### src/rtl/dcache_dm_if.sv
// rtl/dcache_dm_if.sv - core load/store and data-memory port bundle for dcache_dm
// DCACHE_STATS_EN adds the hit/miss counter outputs.
interface dcache_dm_if #(
  parameter int BUS_WIDTH = 32
);
  logic                 i_rd;
  logic                 i_wr;
  logic [BUS_WIDTH-1:0] i_addr;
  logic [BUS_WIDTH-1:0] i_wdata;
  logic [BUS_WIDTH-1:0] o_rdata;
  logic                 o_stall;
  logic                 o_mem_req;
  logic                 o_mem_we;
  logic [BUS_WIDTH-1:0] o_mem_addr;
  logic [BUS_WIDTH-1:0] o_mem_wdata;
  logic                 i_mem_ack;
  logic [BUS_WIDTH-1:0] i_mem_rdata;
`ifdef DCACHE_STATS_EN
  logic [31:0]          o_hit_cnt;
  logic [31:0]          o_miss_cnt;
`endif

  modport master (
    output i_rd, i_wr, i_addr, i_wdata, i_mem_ack, i_mem_rdata,
    input  o_rdata, o_stall, o_mem_req, o_mem_we, o_mem_addr, o_mem_wdata
`ifdef DCACHE_STATS_EN
    , o_hit_cnt, o_miss_cnt
`endif
  );

  modport slave (
    input  i_rd, i_wr, i_addr, i_wdata, i_mem_ack, i_mem_rdata,
    output o_rdata, o_stall, o_mem_req, o_mem_we, o_mem_addr, o_mem_wdata
`ifdef DCACHE_STATS_EN
    , o_hit_cnt, o_miss_cnt
`endif
  );
endinterface

### src/rtl/dcache_dm.sv
// rtl/dcache_dm.sv - direct-mapped, write-through, no-write-allocate one-word-line data cache
// Optional hit/miss counters are enabled with DCACHE_STATS_EN.
module dcache_dm #(
  parameter int BUS_WIDTH  = 32,
  parameter int INDEX_BITS = 6
) (
  input logic        i_clk,
  input logic        i_rst,
  dcache_dm_if.slave bus
);
  localparam int LINES = 1 << INDEX_BITS;
  localparam int TAG_W = BUS_WIDTH - INDEX_BITS - 2;

  typedef enum logic [1:0] {IDLE, RFILL, WTHRU} state_t;

  state_t               state;
  logic [LINES-1:0]     valid;
  logic [TAG_W-1:0]     tags [LINES];
  logic [BUS_WIDTH-1:0] data [LINES];

  logic                 mem_req;
  logic                 mem_we;
  logic [BUS_WIDTH-1:0] mem_addr;
  logic [BUS_WIDTH-1:0] mem_wdata;

  logic [INDEX_BITS-1:0] idx;
  logic [TAG_W-1:0]      atag;
  logic [BUS_WIDTH-1:0]  aligned_addr;
  logic                  hit;
  logic                  rd_hit;
  logic                  unused_addr_lsbs;

  assign idx              = bus.i_addr[INDEX_BITS+1:2];
  assign atag             = bus.i_addr[BUS_WIDTH-1:INDEX_BITS+2];
  assign aligned_addr     = {bus.i_addr[BUS_WIDTH-1:2], 2'b00};
  assign unused_addr_lsbs = ^bus.i_addr[1:0];
  assign hit              = valid[idx] && (tags[idx] == atag);
  // A simultaneous store wins, so a load paired with a store is never a hit.
  assign rd_hit           = (state == IDLE) && bus.i_rd && !bus.i_wr && hit;

  assign bus.o_mem_req   = mem_req;
  assign bus.o_mem_we    = mem_we;
  assign bus.o_mem_addr  = mem_addr;
  assign bus.o_mem_wdata = mem_wdata;

`ifdef DCACHE_STATS_EN
  logic [31:0] hit_cnt;
  logic [31:0] miss_cnt;
  assign bus.o_hit_cnt  = hit_cnt;
  assign bus.o_miss_cnt = miss_cnt;
`endif

  always_comb begin
    bus.o_stall = 1'b0;
    bus.o_rdata = '0;
    if (!i_rst) begin
      case (state)
        IDLE: begin
          bus.o_stall = bus.i_wr | (bus.i_rd & ~hit);
          if (rd_hit) bus.o_rdata = data[idx];
        end
        RFILL: begin
          bus.o_stall = ~bus.i_mem_ack;
          // Fill data is forwarded so the core can advance on the ack edge.
          if (bus.i_mem_ack) bus.o_rdata = bus.i_mem_rdata;
        end
        WTHRU: bus.o_stall = ~bus.i_mem_ack;
        default: bus.o_stall = 1'b0;
      endcase
    end
  end

  always_ff @(posedge i_clk) begin
    if (i_rst) begin
      state     <= IDLE;
      valid     <= '0;
      mem_req   <= 1'b0;
      mem_we    <= 1'b0;
      mem_addr  <= '0;
      mem_wdata <= '0;
`ifdef DCACHE_STATS_EN
      hit_cnt   <= '0;
      miss_cnt  <= '0;
`endif
    end else begin
      case (state)
        IDLE: begin
          if (bus.i_wr) begin
            state     <= WTHRU;
            mem_req   <= 1'b1;
            mem_we    <= 1'b1;
            mem_addr  <= aligned_addr;
            mem_wdata <= bus.i_wdata;
          end else if (bus.i_rd && !hit) begin
            state    <= RFILL;
            mem_req  <= 1'b1;
            mem_we   <= 1'b0;
            mem_addr <= aligned_addr;
`ifdef DCACHE_STATS_EN
            miss_cnt <= miss_cnt + 32'd1;
`endif
          end else if (rd_hit) begin
`ifdef DCACHE_STATS_EN
            hit_cnt <= hit_cnt + 32'd1;
`endif
          end
        end
        RFILL: begin
          if (bus.i_mem_ack) begin
            valid[idx] <= 1'b1;
            tags[idx]  <= atag;
            data[idx]  <= bus.i_mem_rdata;
            mem_req    <= 1'b0;
            state      <= IDLE;
          end
        end
        WTHRU: begin
          if (bus.i_mem_ack) begin
            // No allocate on a store miss; a hit keeps the line coherent with memory.
            if (hit) data[idx] <= bus.i_wdata;
            mem_req <= 1'b0;
            state   <= IDLE;
          end
        end
        default: state <= IDLE;
      endcase
    end
  end
endmodule
### src/flat_wrapper.sv
// flat-port wrapper written by rule: the top's interface ports become plain ports
module dcache_dm_flat 
#(
  parameter int BUS_WIDTH  = 32,
  parameter int INDEX_BITS = 6
)
  (i_clk, i_rst, bus_i_rd, bus_i_wr, bus_i_addr, bus_i_wdata, bus_i_mem_ack, bus_i_mem_rdata, bus_o_rdata, bus_o_stall, bus_o_mem_req, bus_o_mem_we, bus_o_mem_addr, bus_o_mem_wdata);
  dcache_dm_if #(.BUS_WIDTH(BUS_WIDTH)) bus_i ();
  input logic i_clk;
  input logic i_rst;
  input wire logic [$bits(bus_i.i_rd)-1:0] bus_i_rd;
  input wire logic [$bits(bus_i.i_wr)-1:0] bus_i_wr;
  input wire logic [$bits(bus_i.i_addr)-1:0] bus_i_addr;
  input wire logic [$bits(bus_i.i_wdata)-1:0] bus_i_wdata;
  input wire logic [$bits(bus_i.i_mem_ack)-1:0] bus_i_mem_ack;
  input wire logic [$bits(bus_i.i_mem_rdata)-1:0] bus_i_mem_rdata;
  output wire logic [$bits(bus_i.o_rdata)-1:0] bus_o_rdata;
  output wire logic [$bits(bus_i.o_stall)-1:0] bus_o_stall;
  output wire logic [$bits(bus_i.o_mem_req)-1:0] bus_o_mem_req;
  output wire logic [$bits(bus_i.o_mem_we)-1:0] bus_o_mem_we;
  output wire logic [$bits(bus_i.o_mem_addr)-1:0] bus_o_mem_addr;
  output wire logic [$bits(bus_i.o_mem_wdata)-1:0] bus_o_mem_wdata;
  assign bus_i.i_rd = bus_i_rd;
  assign bus_i.i_wr = bus_i_wr;
  assign bus_i.i_addr = bus_i_addr;
  assign bus_i.i_wdata = bus_i_wdata;
  assign bus_i.i_mem_ack = bus_i_mem_ack;
  assign bus_i.i_mem_rdata = bus_i_mem_rdata;
  assign bus_o_rdata = bus_i.o_rdata;
  assign bus_o_stall = bus_i.o_stall;
  assign bus_o_mem_req = bus_i.o_mem_req;
  assign bus_o_mem_we = bus_i.o_mem_we;
  assign bus_o_mem_addr = bus_i.o_mem_addr;
  assign bus_o_mem_wdata = bus_i.o_mem_wdata;
  dcache_dm #(.BUS_WIDTH(BUS_WIDTH), .INDEX_BITS(INDEX_BITS)) u_core (.i_clk(i_clk), .i_rst(i_rst), .bus(bus_i));
endmodule
### config.mk
export PLATFORM = sky130hd
export DESIGN_NAME = dcache_dm_flat
export DESIGN_NICKNAME = d
export VERILOG_FILES = /design/src/rtl/dcache_dm_if.sv /design/src/rtl/dcache_dm.sv /design/src/flat_wrapper.sv
export SDC_FILE = /design/constraint.sdc
export NUM_CORES = 2
export LEC_CHECK = 0
export BUFFER_PORTS_ARGS = -buffer_cell sky130_fd_sc_hd__buf_2
export CAP_MARGIN = 20
export CORE_MARGIN = 4
export CORE_UTILIZATION = 33
export CTS_BUF_LIST = sky130_fd_sc_hd__clkbuf_8
export DETAILED_ROUTE_END_ITERATION = 8
export GPL_ROUTABILITY_DRIVEN = 0
export HOLD_SLACK_MARGIN = 0.03
export SKIP_CTS_REPAIR_TIMING = 1
export SYNTH_ARGS = -nofsm -noshare
export SYNTH_HDL_FRONTEND = slang
export SYNTH_SLANG_ARGS = --single-unit
export TNS_END_PERCENT = 20
### constraint.sdc
create_clock -name i_clk -period 7.6 [get_ports i_clk]
set_input_delay 0 -clock i_clk [delete_from_list [all_inputs] [get_ports i_clk]]
set_output_delay 0 -clock i_clk [all_outputs]
set_load 0.02 [all_outputs]
Word-level counts from Yosys, hierarchy flattened
Memory sizes are Yosys's and may differ from the RTL's.
Index checks and enable logic that the tools add are counted.
- memories kept: 2
- logic and storage cells: 70
- output and inout port bits: 99
- memory bits (writable): 3584
- input bits: 101
- flip-flop bits (word level): 132
- multiplexer cells: 32
- bitwise gates (word level): 6
- eq/ne operators: 5
- order comparisons: 2
- reduce and logical (&&, ||, !) cells: 17
- memories (name ; depth ; bits a word ; read ports ; clocked after memory_dff ; wr ports ; line ; source):
    u_core.data ; 64 ; 32 ; 1 ; 0 ; 1 ; dcache_dm.sv:19 ; logic [BUS_WIDTH-1:0] data [LINES];
    u_core.tags ; 64 ; 24 ; 1 ; 0 ; 1 ; dcache_dm.sv:18 ; logic [TAG_W-1:0] tags [LINES];
- operator list (operator ; number):
    2-to-1 mux 32 bit ; 6
    OR 64 bit ; 1
    one-hot mux 32 bit (2 select lines) ; 1
    == test 24 bit ; 1
    2-to-1 mux 1 bit ; 17
    AND reduction 2 bit ; 4
    < comparator 6 x 7 -> 1 bit (second input constant) ; 1
    binary-select mux 1 bit (select 6 bit) ; 1
    demux 1 bit (select 6 bit) ; 1
    greater-or-equal comparator 6 x 1 -> 1 bit (second input constant) ; 1
    logical AND 1 bit ; 6
    2-to-1 mux 2 bit ; 3
    one-hot mux 1 bit (2 select lines) ; 2
    one-hot mux 2 bit (2 select lines) ; 1
    nonzero test 2 bit ; 2
    != test 3 bit (second input constant) ; 1
    AND reduction 3 bit ; 1
    == test 2 x 1 -> 1 bit (second input constant) ; 1
    == test 2 bit (second input constant) ; 1
    logical NOT 1 bit ; 2
    logical NOT 2 bit ; 1
    != test 2 x 1 -> 1 bit (second input constant) ; 1
    inverter 1 bit ; 2
    OR 1 bit ; 2
    other kinds (2) ; 2

Longest topological paths before layout
- depth after elaboration: 9
- mapped depth: 20

Worst setup path before layout
OpenSTA, ideal clock, no wires.
- kind: input -> register
- from: input bus_i_addr[2]
- to: memory u_core.data[10][0], enable pin
- arrival: 5.484 ns
- cell stages on the path: 16
- path slack: 1.647 ns
- required time: 7.130 ns
- library setup time: 0.470 ns
- cell sequence: buf_2 > buf_6 > buf_6 > buf_4 > buf_2 > mux4_2 > a22o_1 > nor4_2 > xor2_1 > o21ai_1 > nor4b_1 > and4_1 > buf_4 > nand4b_4 > clkbuf_1 > a211oi_1
- cells in the longest elaborated chain, start to end: 9
- elaborated cells on any way between the ends: 11
- RTL lines (element ; line ; source):
    from (decl) ; flat_wrapper.sv:13 ; input wire logic [$bits(bus_i.i_addr)-1:0] bus_i_addr;
    memory (64 x 24 bit) / binary-select mux 1 bit (select 6 bit) (equally long branches) ; n/a ;
    == test 24 bit / 2-to-1 mux 1 bit (equally long branches) ; dcache_dm.sv:37 ; assign hit = valid[idx] && (tags[idx] == atag);
    logical AND 1 bit ; dcache_dm.sv:37 ;
    2-to-1 mux 1 bit ; dcache_dm.sv:120 ; if (hit) data[idx] <= bus.i_wdata;
    2-to-1 mux 1 bit ; dcache_dm.sv:118 ; if (bus.i_mem_ack) begin
    2-to-1 mux 1 bit ; dcache_dm.sv:86 ; case (state)
    2-to-1 mux 1 bit ; dcache_dm.sv:74 ; if (i_rst) begin
    2-to-1 mux 1 bit (implied by the code) ; dcache_dm.sv:120 ;
    OR 1 bit (no source line) ; n/a ;
    to (decl) ; dcache_dm.sv:19 ;
Several ways; a longest one is shown, not always the timed one. The select of a mux whose other input is x is not followed.

Worst setup path in the final report
- from: input bus_i_addr[4]
- to: output bus_o_rdata[31]
- cells in the longest elaborated chain, start to end: 7
- elaborated cells on any way between the ends: 10
- RTL lines (element ; line ; source):
    memory (64 x 24 bit) / binary-select mux 1 bit (select 6 bit) (equally long branches) ; n/a ;
    == test 24 bit / 2-to-1 mux 1 bit (equally long branches) ; dcache_dm.sv:37 ;
    logical AND 1 bit ; dcache_dm.sv:37 ;
    logical AND 1 bit ; dcache_dm.sv:39 ; assign rd_hit = (state == IDLE) && bus.i_rd && !bus.i_wr && hit;
    2-to-1 mux 32 bit (*) ; dcache_dm.sv:60 ; if (rd_hit) bus.o_rdata = data[idx];
    one-hot mux 32 bit (2 select lines) (*) ; dcache_dm.sv:57 ; case (state)
    2-to-1 mux 32 bit (*) ; dcache_dm.sv:56 ; if (!i_rst) begin
    to (decl) ; flat_wrapper.sv:17 ; output wire logic [$bits(bus_i.o_rdata)-1:0] bus_o_rdata;
Mark *: on every way between the ends. The rest lies on a longest branch, timed or not. The select of a mux whose other input is x is not followed.

==> run summary <==
P&R area growth vs syn: 16.8%
Total CTS buffers: 576
Total GRT Usage: 20.2%
WL/cell: 31.1 µm
Critical-path cell list: dlygate4sd3_1 > buf_8 > buf_12 > mux4_2 > a22oi_1 > o21ai_0 > and4b_1 > a21oi_1 > nor4_1 > nor4b_1 > and4_1 > buf_4 > nand4b_1 > buf_4 > o21ai_0 > buf_2
Sequential cell area: 110000 µm²
Synth Flop Type: edfxtp_1
Clock Tree Root: clkbuf_8
Initial Utilization: 33.1%
Slowest cell delay on critical path: 0.86 ns
Register area share after synthesis: 78.6%
Drt drc: 0
Finished Layout Cells: 14.8k
Footprint of the multi-input gates: 28500 µm²
Via count: 84.7k
Pre-antenna DRT Iters: 9
DRT iter0 DRCs: 12.9k
Clk buf depth: 4
RSZ-0062 raised after global routing: no
Leak: 52.3 nW
Pre-CTS setup slack: 0.751 ns
Syn Area/Cell: 17.9 µm²
Clock Pin Slew Worst Setup and Hold Paths: 0.06 ns
WHS: -0.0199 ns
Worst clock skew: 0.0950 ns
Slowest cell on crit path: o21ai_0
Layout cells sized above 1: 20.1%
Worst r2r path cells: 14
IO Port Bufs: 195
Final setup TNS: 0 ns
Drt total wl: 460000 µm
CTS tree: built
PD cells: 247 nW/µm²
Post-synth EDFFs: 3584
Hpwl dp: 266000 µm
Largest net degree at the start of global routing: 105
Row count: 239
CP Max Fanout: 63
Yosys warns: 0
VDD IR max: 0.183 mV
Post-synth top area share: 76.7%
Fin crit period: 7.10 ns
Netlist cell types: 77
Synth cell count leaders: 3584 x edfxtp_1, 883 x o22ai_1, 436 x mux2i_1
Max frequency: 0.141 GHz
Kind of critical path: in -> out
Crit. End Element: output port
Arrival time worst endpoint: 7.10 ns
Asr flop ratio synth: 0%
I/O Pins: 200
First-pass GRT wire length: 629000 µm
Seq cells post-synth: 3714
Critical Path Start: bus_i_addr[4]
Final core utilization: 38.7%
Die Area: 436000 µm²
Synth area leaders: edfxtp_1 77%, o22ai_1 3.9%, mux2i_1 3.1%
Final setup viols: 0
R2r setup slk: 1.36 ns
Post-Place Cells: 13.6k
Most common cell in the netlist: edfxtp_1
Period Utilization, post-route: 93.5%
Failing checks: negative hold slack
Clock Latency Late Sink: 1.08 ns
Worst Hold Path EP: u_core.bus.o_mem_wdata[6]
Hold Path Cell Cnt: 4
Worst Max-Slew Pin Slew: 1.23 ns
Worst Hold Class: in -> reg
Worst reg2reg endpoint: u_core.data[27][25]
Nets@finish: 8813
GRT overflow: 0
Max-cap violations: 0
Number of global-route vias before repair: 81.3k
Filler cell count: 38.5k
Data required time of the worst path: 7.60 ns
Final hold vios: 2
Min-delay src: bus_i_wdata[6]
Gate Count Post-Synth: 7848
Critical R2R Launch: u_core.tags[43][14]
Power, Total: 40.4 mW
Final Max Tran Viols: 0
Setup ws final: 0.496 ns
DR vias/cell: 5.71
Mapped cell area: 140000 µm²
Relative max-transition margin: 17.2%
H-tree depth: 6
Initial antenna violation count: 27
Status: complete, but fails checks
CTS Sinks: 3714
Vert. Die Dim: 660 µm
Die span in x: 660 µm
Synth area leader: edfxtp_1
Kind of start point of the critical path: primary input
Core area: 423000 µm²
Routed Antenna Nets: 0
[layout make-up]
class / instances / share of cell area [%]
multi-input cells: 3491 / 17.4
diodes: 10 / 0.0153
inverters: 85 / 0.196
clock buffers: 598 / 5.02
repair buffers: 840 / 4.47
flip-flops and latches: 3714 / 67.3
well taps: 5663 / 4.32
clock inverters: 418 / 1.29
[flip-flops by register name, summed over array words and instances, names as in the netlist]
name                    cells
u_core.valid               64
u_core.bus.o_mem_we         1
u_core.state                2
u_core.tags              1536
u_core.bus.o_mem_wdata     32
u_core.data              2048
u_core.bus.o_mem_req        1
u_core.bus.o_mem_addr      30
[cell usage in the layout (no fill, tap or decap), types with 130 or more instances in the layout]
master and count:
a21oi_1 147, edfxtp_1 3584, clkinv_1 130, mux2_2 144, dlygate4sd3_1 198, a22oi_1 176
nand2_1 193, buf_4 375, o221ai_1 132, mux4_2 169, o22ai_1 883, buf_2 191
mux2i_1 436, dfxtp_1 130, inv_1 268, clkbuf_8 598
[worst max-delay path, delay by kind of cell]
family	cells	cell delay, ns
buf+inv	6	2.58
mux	1	0.38
compound gates	4	1.58
simple gates	5	2.37
[metal layers]
layer | GRT usage (%) | vias to the layer above | wire, µm
met5 | 0 | - | 25
met4 | 8.10 | 4 | 20200
met3 | 4.10 | 1018 | 50500
met2 | 32.2 | 5699 | 215000
met1 | 27.0 | 43764 | 174000
li1 | - | 34204 | -
[how the worst max path moves through the flow]
stage | to | slack, ns | depth (start not counted)
after floorplan | u_core.data[10][0] | 1.65 | 16
after global placement | u_core.data[1][22] | 0.81 | 17
after detailed placement | u_core.data[40][15] | 0.75 | 15
after CTS | bus_o_rdata[31] | 0.90 | 13
after global routing | bus_o_rdata[31] | 0.63 | 16
final | bus_o_rdata[31] | 0.50 | 16
[logic make-up after synthesis]
group	Yosys count	synth area share, %
flops	3714	78.6
compound gates	1843	9.08
mux	749	6.98
other cells	1	0.00267
fa+ha+maj	4	0.0357
simple gates	882	3.25
buf+inv	644	2.00
xor+xnor	11	0.0687
[metrics by stage]
step	hold WS [ns]	area, µm²
detailed placement	0.259	151000
CTS	-0.914	161000
finish	-0.0199	164000
floorplan	0.0989	140000
global route	0.0296	164000
global placement	0.255	151000
[where the power goes]
part | switching (mW) | internal [mW]
clock | 7.77 | 7.68
sequential | 0.0206 | 22.5
combinational | 1.75 | 0.720
total | 9.55 | 30.9
No activity file was read; power rests on OpenSTA's default activity.
